===== src/rtl/eth_crc_pkg.sv =====
// Shared constants, FSM state type and single-bit update for the Ethernet CRC-32 engine.
package eth_crc_pkg;

   localparam logic [31:0] CRC_INIT    = 32'hFFFF_FFFF;
   localparam logic [31:0] CRC_POLY    = 32'hEDB8_8320;
   localparam logic [31:0] CRC_RESIDUE = 32'hDEBB_20E3;

   typedef enum logic [1:0] {
      IDLE,
      ACCUM,
      FCS_OUT
   } state_t;

   function automatic logic [31:0] crc32_step(input logic [31:0] crc, input logic b);
      return (crc >> 1) ^ (((b ^ crc[0]) != 1'b0) ? CRC_POLY : '0);
   endfunction

endpackage


===== src/rtl/eth_crc32_step_n.sv =====
// Combinational CRC-32 update over one DATA_W-bit beat, unrolled bit-serially.
module eth_crc32_step_n
   import eth_crc_pkg::*;
#(
   parameter int unsigned DATA_W    = 2,
   parameter bit          BIT_ORDER = 1'b1
) (
   input  logic [31:0]       crc_in,
   input  logic [DATA_W-1:0] data,
   output logic [31:0]       crc_out
);

   logic [31:0] c;

   always_comb begin
      c = crc_in;
      for (int unsigned i = 0; i < DATA_W; i++) begin
         c = crc32_step(c, BIT_ORDER ? data[DATA_W-1-i] : data[i]);
      end
      crc_out = c;
   end

endmodule


===== src/rtl/eth_crc32_engine.sv =====
// Ethernet CRC-32 engine over DATA_W-bit beats: residue check of received frames,
// or generation of the FCS shifted out in DATA_W-bit beats with backpressure.
module eth_crc32_engine
   import eth_crc_pkg::*;
#(
   parameter int unsigned DATA_W    = 2,
   parameter bit          BIT_ORDER = 1'b1
) (
   input  logic              eth_clk,
   input  logic              rst_in,
   input  logic              in_valid,
   input  logic              in_sof,
   input  logic              in_eof,
   input  logic [DATA_W-1:0] in_data,
   input  logic              gen_mode,
   output logic              busy,
   output logic [31:0]       crc_out,
   output logic              crc_done,
   output logic              crc_ok,
   output logic              fcs_valid,
   output logic [DATA_W-1:0] fcs_data,
   output logic              fcs_last,
   input  logic              fcs_ready
);

   if (!(DATA_W == 1 || DATA_W == 2 || DATA_W == 4 || DATA_W == 8)) begin : g_bad_width
      $error("eth_crc32_engine: DATA_W must be 1, 2, 4 or 8");
   end

   localparam int unsigned BEATS = 32 / DATA_W;
   localparam int unsigned CNT_W = $clog2(BEATS);
   localparam logic [CNT_W-1:0] LAST = CNT_W'(BEATS - 1);

   state_t            state;
   logic              mode;
   logic [31:0]       crc_reg;
   logic [31:0]       crc_seed;
   logic [31:0]       crc_next;
   logic [31:0]       fcs_sr;
   logic [CNT_W-1:0]  fcs_cnt;
   logic              accept;
   logic              frame_gen;

   // A sof beat always reseeds, which also covers the abort-in-ACCUM case.
   assign accept    = in_valid && ((state == ACCUM) || (state == IDLE && in_sof));
   assign crc_seed  = in_sof ? CRC_INIT : crc_reg;
   assign frame_gen = in_sof ? gen_mode : mode;

   eth_crc32_step_n #(
      .DATA_W    (DATA_W),
      .BIT_ORDER (BIT_ORDER)
   ) u_step (
      .crc_in  (crc_seed),
      .data    (in_data),
      .crc_out (crc_next)
   );

   always_ff @(posedge eth_clk) begin
      if (rst_in) begin
         state    <= IDLE;
         mode     <= 1'b0;
         crc_reg  <= CRC_INIT;
         crc_done <= 1'b0;
         crc_ok   <= 1'b0;
         fcs_sr   <= '0;
         fcs_cnt  <= '0;
      end else begin
         crc_done <= 1'b0;
         case (state)
            IDLE, ACCUM: begin
               if (accept) begin
                  crc_reg <= crc_next;
                  mode    <= frame_gen;
                  if (in_sof) crc_ok <= 1'b0;
                  if (in_eof) begin
                     crc_done <= 1'b1;
                     if (frame_gen) begin
                        crc_ok  <= 1'b0;
                        fcs_sr  <= ~crc_next;
                        fcs_cnt <= '0;
                        state   <= FCS_OUT;
                     end else begin
                        crc_ok <= (crc_next == CRC_RESIDUE);
                        state  <= IDLE;
                     end
                  end else begin
                     state <= ACCUM;
                  end
               end
            end
            FCS_OUT: begin
               if (fcs_ready) begin
                  fcs_sr <= fcs_sr >> DATA_W;
                  if (fcs_cnt == LAST) begin
                     fcs_cnt <= '0;
                     state   <= IDLE;
                  end else begin
                     fcs_cnt <= fcs_cnt + CNT_W'(1);
                  end
               end
            end
            default: state <= IDLE;
         endcase
      end
   end

   assign busy      = (state != IDLE);
   assign crc_out   = ~crc_reg;
   assign fcs_valid = (state == FCS_OUT);
   assign fcs_last  = fcs_valid && (fcs_cnt == LAST);

   // FCS leaves LSB first; with BIT_ORDER=1 the first serial bit sits in the MSB lane.
   always_comb begin
      fcs_data = '0;
      for (int unsigned i = 0; i < DATA_W; i++) begin
         fcs_data[i] = BIT_ORDER ? fcs_sr[DATA_W-1-i] : fcs_sr[i];
      end
   end

endmodule


===== config.mk =====
export PLATFORM = sky130hd
export DESIGN_NAME = eth_crc32_engine
export DESIGN_NICKNAME = d
export VERILOG_FILES = /design/src/rtl/eth_crc_pkg.sv /design/src/rtl/eth_crc32_step_n.sv /design/src/rtl/eth_crc32_engine.sv
export SDC_FILE = /design/constraint.sdc
export NUM_CORES = 1
export LEC_CHECK = 0
export ABC_CLOCK_PERIOD_IN_PS = 2400
export BUFFER_PORTS_ARGS = -buffer_cell sky130_fd_sc_hd__clkbuf_2
export CAP_MARGIN = 30
export CORE_UTILIZATION = 58
export CTS_BUF_LIST = sky130_fd_sc_hd__clkbuf_4 sky130_fd_sc_hd__clkbuf_8 sky130_fd_sc_hd__clkbuf_16
export DETAILED_ROUTE_END_ITERATION = 16
export GPL_ROUTABILITY_DRIVEN = 0
export HOLD_SLACK_MARGIN = 0.12
export PLACE_DENSITY = 0.8
export SYNTH_ARGS = -nofsm -noshare
export SYNTH_HDL_FRONTEND = slang
export SYNTH_SLANG_ARGS = --single-unit

===== constraint.sdc =====
create_clock -name eth_clk -period 2.4 [get_ports eth_clk]
set_input_delay 0.24 -clock eth_clk [delete_from_list [all_inputs] [get_ports eth_clk]]
set_output_delay 0.24 -clock eth_clk [all_outputs]
set_load 0.05 [all_outputs]

* Word-level counts from Yosys, hierarchy flattened *
Cells that the tools add are included.
W data, S select, Z words.

operators by class
  add/subtract/negate cells = 1
  eq/ne operators = 9
  multiplexer cells = 25
  bitwise operators = 8
  reduce and logical (&&, ||, !) cells = 14

operators by type and width
  cell                    count
  $mux W32                7
  $not A32 Y32            2
  $pmux W32 S2            1
  $xor A31 B32 Y32        2
  $eq A32 B32 Y1 const B  1
  $mux W4                 5
  $mux W2                 5
  $pmux W4 S2             1
  $ne A2 B2 Y1 const B    3
  $reduce_and A3 Y1       2
  $reduce_bool A2 Y1      3
  $mux W1                 5
  $reduce_and A5 Y1       1
  $add A4 B1 Y4 const B   1
  $eq A4 B4 Y1 const B    1
  $ne A2 B1 Y1 const B    2
  $pmux W2 S2             1
  $logic_and A1 B1 Y1     3
  $reduce_or A3 Y1        1
  $eq A2 B1 Y1 const B    1
  $eq A2 B2 Y1 const B    1
  $logic_not A2 Y1        1
  $not A1 Y1              2
  $reduce_and A2 Y1       1
  other kinds (3)         4

storage, ports and cells
  register bits after elaboration = 73
  word-level logic and storage cells = 64

* Depth between registers and ports, before layout *
  word-level depth = 12
  depth in mapped cells = 9
  depth with buffers taken out = 7

* Modules after synthesis *
From an unflattened synthesis, not the netlist that was laid out.

second synthesis, totals
  cells, all modules = 459
  area total of the unflattened synthesis = 4,056.4 um^2

by module, submodules not included
  module            times used  cells each  area an instance (um^2)  seq. area each (um^2)
  eth_crc32_engine  1           423         3,642.2                  1,461.4
  eth_crc32_step_n  1           36          414.1                    0.0

* Worst setup path before layout *
No wires, ideal clock.

  path type = register to output
  start = register state[0]
  end = output fcs_last
  arrival time = 1.724 ns
  path slack = 0.436 ns
  stages on the path, launching flop included = 7
  path through = dfxtp_1 -> nand2b_1 -> buf_2 -> inv_2 -> buf_2 -> buf_2 -> and2_1

between the ends
  longest elaborated chain between the ends = 2

RTL lines
  what                    RTL line                 source
  start, declared         eth_crc32_engine.sv:34   state_t state;
  start signal, assigned  eth_crc32_engine.sv:60   state <= IDLE;
  start signal, assigned  eth_crc32_engine.sv:81   state <= FCS_OUT;
  start signal, assigned  eth_crc32_engine.sv:84   state <= IDLE;
  $eq A2 B2 Y1            eth_crc32_engine.sv:109  assign fcs_valid = (state == FCS_OUT);
  via fcs_valid           eth_crc32_engine.sv:20   output logic fcs_valid,
  $logic_and A1 B1 Y1     eth_crc32_engine.sv:110  assign fcs_last = fcs_valid && (fcs_cnt == LAST);
  end, declared           eth_crc32_engine.sv:22   output logic fcs_last,

The timed path passes the listed nets, and every way through them passes these cells.

* Final worst setup path *
  start = register crc_reg[1]
  end = register crc_ok

between the ends
  longest elaborated chain between the ends = 8

RTL lines
  what                    RTL line                source
  start, declared         eth_crc32_engine.sv:36  logic [31:0] crc_reg;
  start signal, assigned  eth_crc32_engine.sv:72  crc_reg <= crc_next;
  $mux W32                eth_crc32_engine.sv:46  assign crc_seed = in_sof ? CRC_INIT : crc_reg;
  $xor A31 B32 Y32        eth_crc_pkg.sv:15       return (crc >> 1) ^ (((b ^ crc[0]) != 1'b0) ? CRC_POLY : '0);
  $xor A1 B1 Y1           eth_crc_pkg.sv:15
  $mux W32                eth_crc_pkg.sv:15
  $xor A31 B32 Y32        eth_crc_pkg.sv:15
  $eq A32 B32 Y1          eth_crc32_engine.sv:83  crc_ok <= (crc_next == CRC_RESIDUE);
  $mux W1                 eth_crc32_engine.sv:77  if (frame_gen) begin
  $mux W1                 eth_crc32_engine.sv:75  if (in_eof) begin
  end signal, assigned    eth_crc32_engine.sv:83
  end, declared           eth_crc32_engine.sv:19  output logic crc_ok,

No other way between the ends.
A chain may end at the register's enable or synchronous reset.

==> results_tabular.tex <==
\begin{tabular}{lr}
\hline
Metric & Value \\
\hline
\multicolumn{2}{l}{\textbf{Floorplan}} \\
Initial Utilization & 60.58\% \\
Width of the die & 83.67 um \\
\# IOs & 48 \\
Die height & 83.67 um \\
Rows & 29 \\
DIE AREA & 7001 um2 \\
Core region area & $\sim$6400 um2 \\
\multicolumn{2}{l}{\textbf{Synthesis}} \\
Compound-gate portion of the synthesized area & between 10\% and 20\% \\
Fraction of post-synthesis cell area in the top cell type by area & 37.77\% \\
Net count after synthesis & 507 \\
Most repeated cell in the gate-level netlist after synthesis & sky130\_fd\_sc\_hd\_\_dfxtp\_1 \\
XOR/XNOR share of the synthesized area & 9.605\% \\
Number of warnings printed during yosys synthesis & 0 \\
Synthesized instance count & 496 \\
Distinct cell type count of the synthesized netlist & between 40 and 50 \\
Ranking of synthesized cells by area & sky130\_fd\_sc\_hd\_\_dfxtp\_1 38\%, sky130\_fd\_sc\_hd\_\_o211ai\_1 5.8\%, sky130\_fd\_sc\_hd\_\_nor2\_1 5.6\%, sky130\_fd\_sc\_hd\_\_nand2\_1 5.2\%, sky130\_fd\_sc\_hd\_\_nor3\_1 4.5\% \\
Number of register bits inferred by synthesis & 73 \\
Library cell with the largest summed area after synthesis & sky130\_fd\_sc\_hd\_\_dfxtp\_1 \\
Adder-Cell Fraction of Synth Area & 0.6468\% \\
Average cell area after synthesis & 7.800 um2 \\
Sequential cell area fraction in the yosys report & 37.77\% \\
Post-synth design cell area & 3869 um2 \\
Most common library cells after synthesis & 73 x sky130\_fd\_sc\_hd\_\_dfxtp\_1, 58 x sky130\_fd\_sc\_hd\_\_nor2\_1, 54 x sky130\_fd\_sc\_hd\_\_nand2\_1 \\
Ys async rst share & 0\% \\
Mux contribution to synthesized area & 1.035\% \\
Count of flip-flops with a built-in enable after synthesis & 0 \\
Dominant combinational cell family by area after synthesis & simple AND/OR/NAND/NOR gates \\
Main flop type after synthesis & sky130\_fd\_sc\_hd\_\_dfxtp\_1 \\
Simple-gate share of the synthesized area & about a quarter \\
\multicolumn{2}{l}{\textbf{Clock network}} \\
Clock tree from TritonCTS & built \\
Clock Sinks & 73 \\
Clock latency reported for the late side of the worst-skew pair & 350 ps \\
Level count of the clock H-tree & 3 \\
Max Buffers Root-to-Sink & 2 \\
Cts repair resizes & 0 \\
Hold-fix buffers, CTS & 0 \\
Post-CTS setup buffer count & 0 \\
Clock Pin Slew Worst Setup and Hold Paths & 90 ps \\
Cts bufs inserted & 9 \\
Cell at the root of the clock tree & sky130\_fd\_sc\_hd\_\_clkbuf\_8 \\
\multicolumn{2}{l}{\textbf{Timing}} \\
Clock Skews & approximately 15 ps \\
Post-route worst setup slack & approximately 320 ps \\
Total count of max-transition violations in the final report & 0 \\
F\_max & 480.3 MHz \\
Slew at the pin closest to its max-slew limit & 548.2 ps \\
Worst max-slew margin expressed relative to the limit & 63.45\% \\
Final hold vios & 0 \\
Post-route setup TNS & 0 ps \\
RSZ-0062 raised after global routing & no \\
Final-report setup violation count & 0 \\
Final critical-path share of the clock period & 86.76\% \\
Final critical path time including I/O delays and setup & approximately 2100 ps \\
\multicolumn{2}{l}{\textbf{Detailed routing}} \\
Total Routed Length & approximately 9800 um \\
Remaining DRCs & 0 \\
Via count & 3623 \\
Number of antenna-violating nets in the routed design & 0 \\
Average wire length per cell after detail routing & 16.13 um \\
Number of detailed-routing iterations run before antenna repair & 5 \\
Drt via density & about 6 \\
Iteration-0 DRC Markers & between 300 and 400 \\
\multicolumn{2}{l}{\textbf{Worst setup path}} \\
Data required time at the worst endpoint & 2670 ps \\
R2R Path Start & crc\_reg[1] \\
Minimum setup slack among reg-to-reg paths & 320 ps \\
RR Endpoint & crc\_ok \\
Type of origin of the critical path & flip-flop \\
Data arrival at the endpoint of the critical path & approximately 2400 ps \\
Max Fanout on Critical Path & 7 \\
Worst setup path class & flip-flop to flip-flop \\
Type of element capturing the critical path & flip-flop \\
Cell depth of the worst flop-to-flop path & 7 \\
\multicolumn{2}{l}{\textbf{GRT}} \\
GRT overflow & 0 \\
Number of antenna violations at the first check in global routing & 0 \\
First-pass GRT wire length & 16460 um \\
Maximum number of pins on one net before global-route repair & 37 \\
GRT Resource Usage Total & 29.43\% \\
Number of global-route vias before repair & roughly 3400 \\
\multicolumn{2}{l}{\textbf{Hold path}} \\
Worst Hold End & fcs\_cnt[2] \\
Number of stages on the worst hold path & 3 \\
Hold path startpoint & fcs\_ready \\
Type of the tightest min-delay check & primary input to flip-flop \\
\multicolumn{2}{l}{\textbf{Layout}} \\
Area added between synthesis and finish & 13.75\% \\
Utilization of the core after routing & $\sim$69\% \\
Net count reported at finish & 539 \\
Share of cells above drive strength 1 & 16.51\% \\
Number of standard cells in the layout, taps in and fillers out & just over 600 \\
Number of antenna diodes & 0 \\
Final Cell Area & 4400 um2 \\
\multicolumn{2}{l}{\textbf{Place}} \\
Count of port buffers added during placement & between 40 and 50 \\
Placed Area & 4160 um2 \\
Number of cells after detailed placement & 594 \\
Total half-perimeter wirelength after legalization and detailed placement & 6784 um \\
Worst setup slack before clock tree synthesis & about 300 ps \\
\multicolumn{2}{l}{\textbf{Pwr}} \\
Power density over the cells & 687.8 nW/um2 \\
Maximum VDD drop & 489.3 uV \\
Leakage power figure & around 0.002 uW \\
\multicolumn{2}{l}{\textbf{Status}} \\
Status & finished, final reports clean \\
\multicolumn{2}{l}{\textbf{Flow run}} \\
Max-Cap Viols & 0 \\
\hline
\end{tabular}
-- worst max-delay path, stage by stage, from the launching register on --
cell	delay [ps]
sky130_fd_sc_hd__dfxtp_1	400
sky130_fd_sc_hd__o21ai_0	310
sky130_fd_sc_hd__and2_1	410
sky130_fd_sc_hd__ha_1	230
sky130_fd_sc_hd__nand4_1	80
sky130_fd_sc_hd__nor4_1	310
sky130_fd_sc_hd__nand4_1	120
sky130_fd_sc_hd__o21ai_0	140
-- power by group --
part | switching (uW) | internal, uW
Combinational | 366 | 168
Sequential | 54.7 | 1270
Clock | 482 | 690
Total | 903 | 2120
-- metal layers --
| metal | global-route usage [%] | routed length (um) | vias to the layer above | share of wire [%] |
|---|---|---|---|---|
| met2 | 45.90 | 4524 | 154 | 46 |
| met3 | 5.341 | 731 | 20 | 7.4 |
| met4 | 10.32 | 159 | 0 | 1.6 |
| met1 | 41.01 | 4426 | 1689 | 45 |
| li1 | - | - | 1760 | - |
| met5 | 0 | 0 | - | 0 |
-- per-stage QoR --
stage	hold WS, ps	power, uW
3_5_place_dp	441.3	1869
2_1_floorplan	385.9	1736
3_3_place_gp	434.9	1859
6_report	202.4	3027
4_1_cts	187.6	3024
5_1_grt	204.8	3132
-- cells in the final DEF, fill, tap and decap left out, types with 13 or more instances in the layout --
master / n
sky130_fd_sc_hd__o21ai_0: 24
sky130_fd_sc_hd__a21oi_1: 23
sky130_fd_sc_hd__o211ai_1: 30
sky130_fd_sc_hd__inv_1: 33
sky130_fd_sc_hd__nor2_1: 58
sky130_fd_sc_hd__nor3_1: 35
sky130_fd_sc_hd__dfxtp_1: 73
sky130_fd_sc_hd__clkbuf_2: 47
sky130_fd_sc_hd__buf_4: 15
sky130_fd_sc_hd__xnor2_1: 19
sky130_fd_sc_hd__a211oi_1: 13
sky130_fd_sc_hd__nand2_1: 54
-- logic make-up after synthesis --
logic type	count (synthesis)
AOI/OAI and AO/OA	110
muxes	4
adders and majority gates	2
buffers and inverters	78
xor gates and xnor gates	31
and+or+nand+nor	198
DFF	73
-- worst max path at each step --
stage	start	to	slack, ps
floorplan	state[0]	fcs_last	440
global placement	in_sof	fcs_sr[28]	360
detailed placement	in_sof	crc_ok	300
CTS	crc_reg[1]	crc_ok	350
global route	crc_reg[1]	crc_ok	200
finish	crc_reg[1]	crc_ok	320
-- cell type report --
| class | instances | area [um2] |
|---|---|---|
| sequential | 73 | 1461 |
| fill | 502 | 1986 |
| inverter | 35 | 131.4 |
| timing repair buffer | 64 | 387.9 |
| clock buffer | 9 | 123.9 |
| clock inverter | 7 | 116.4 |
| multi-input combinational | 345 | 2083 |
| tap | 77 | 96.34 |
Note: power is estimated with default switching activity, not from simulation.
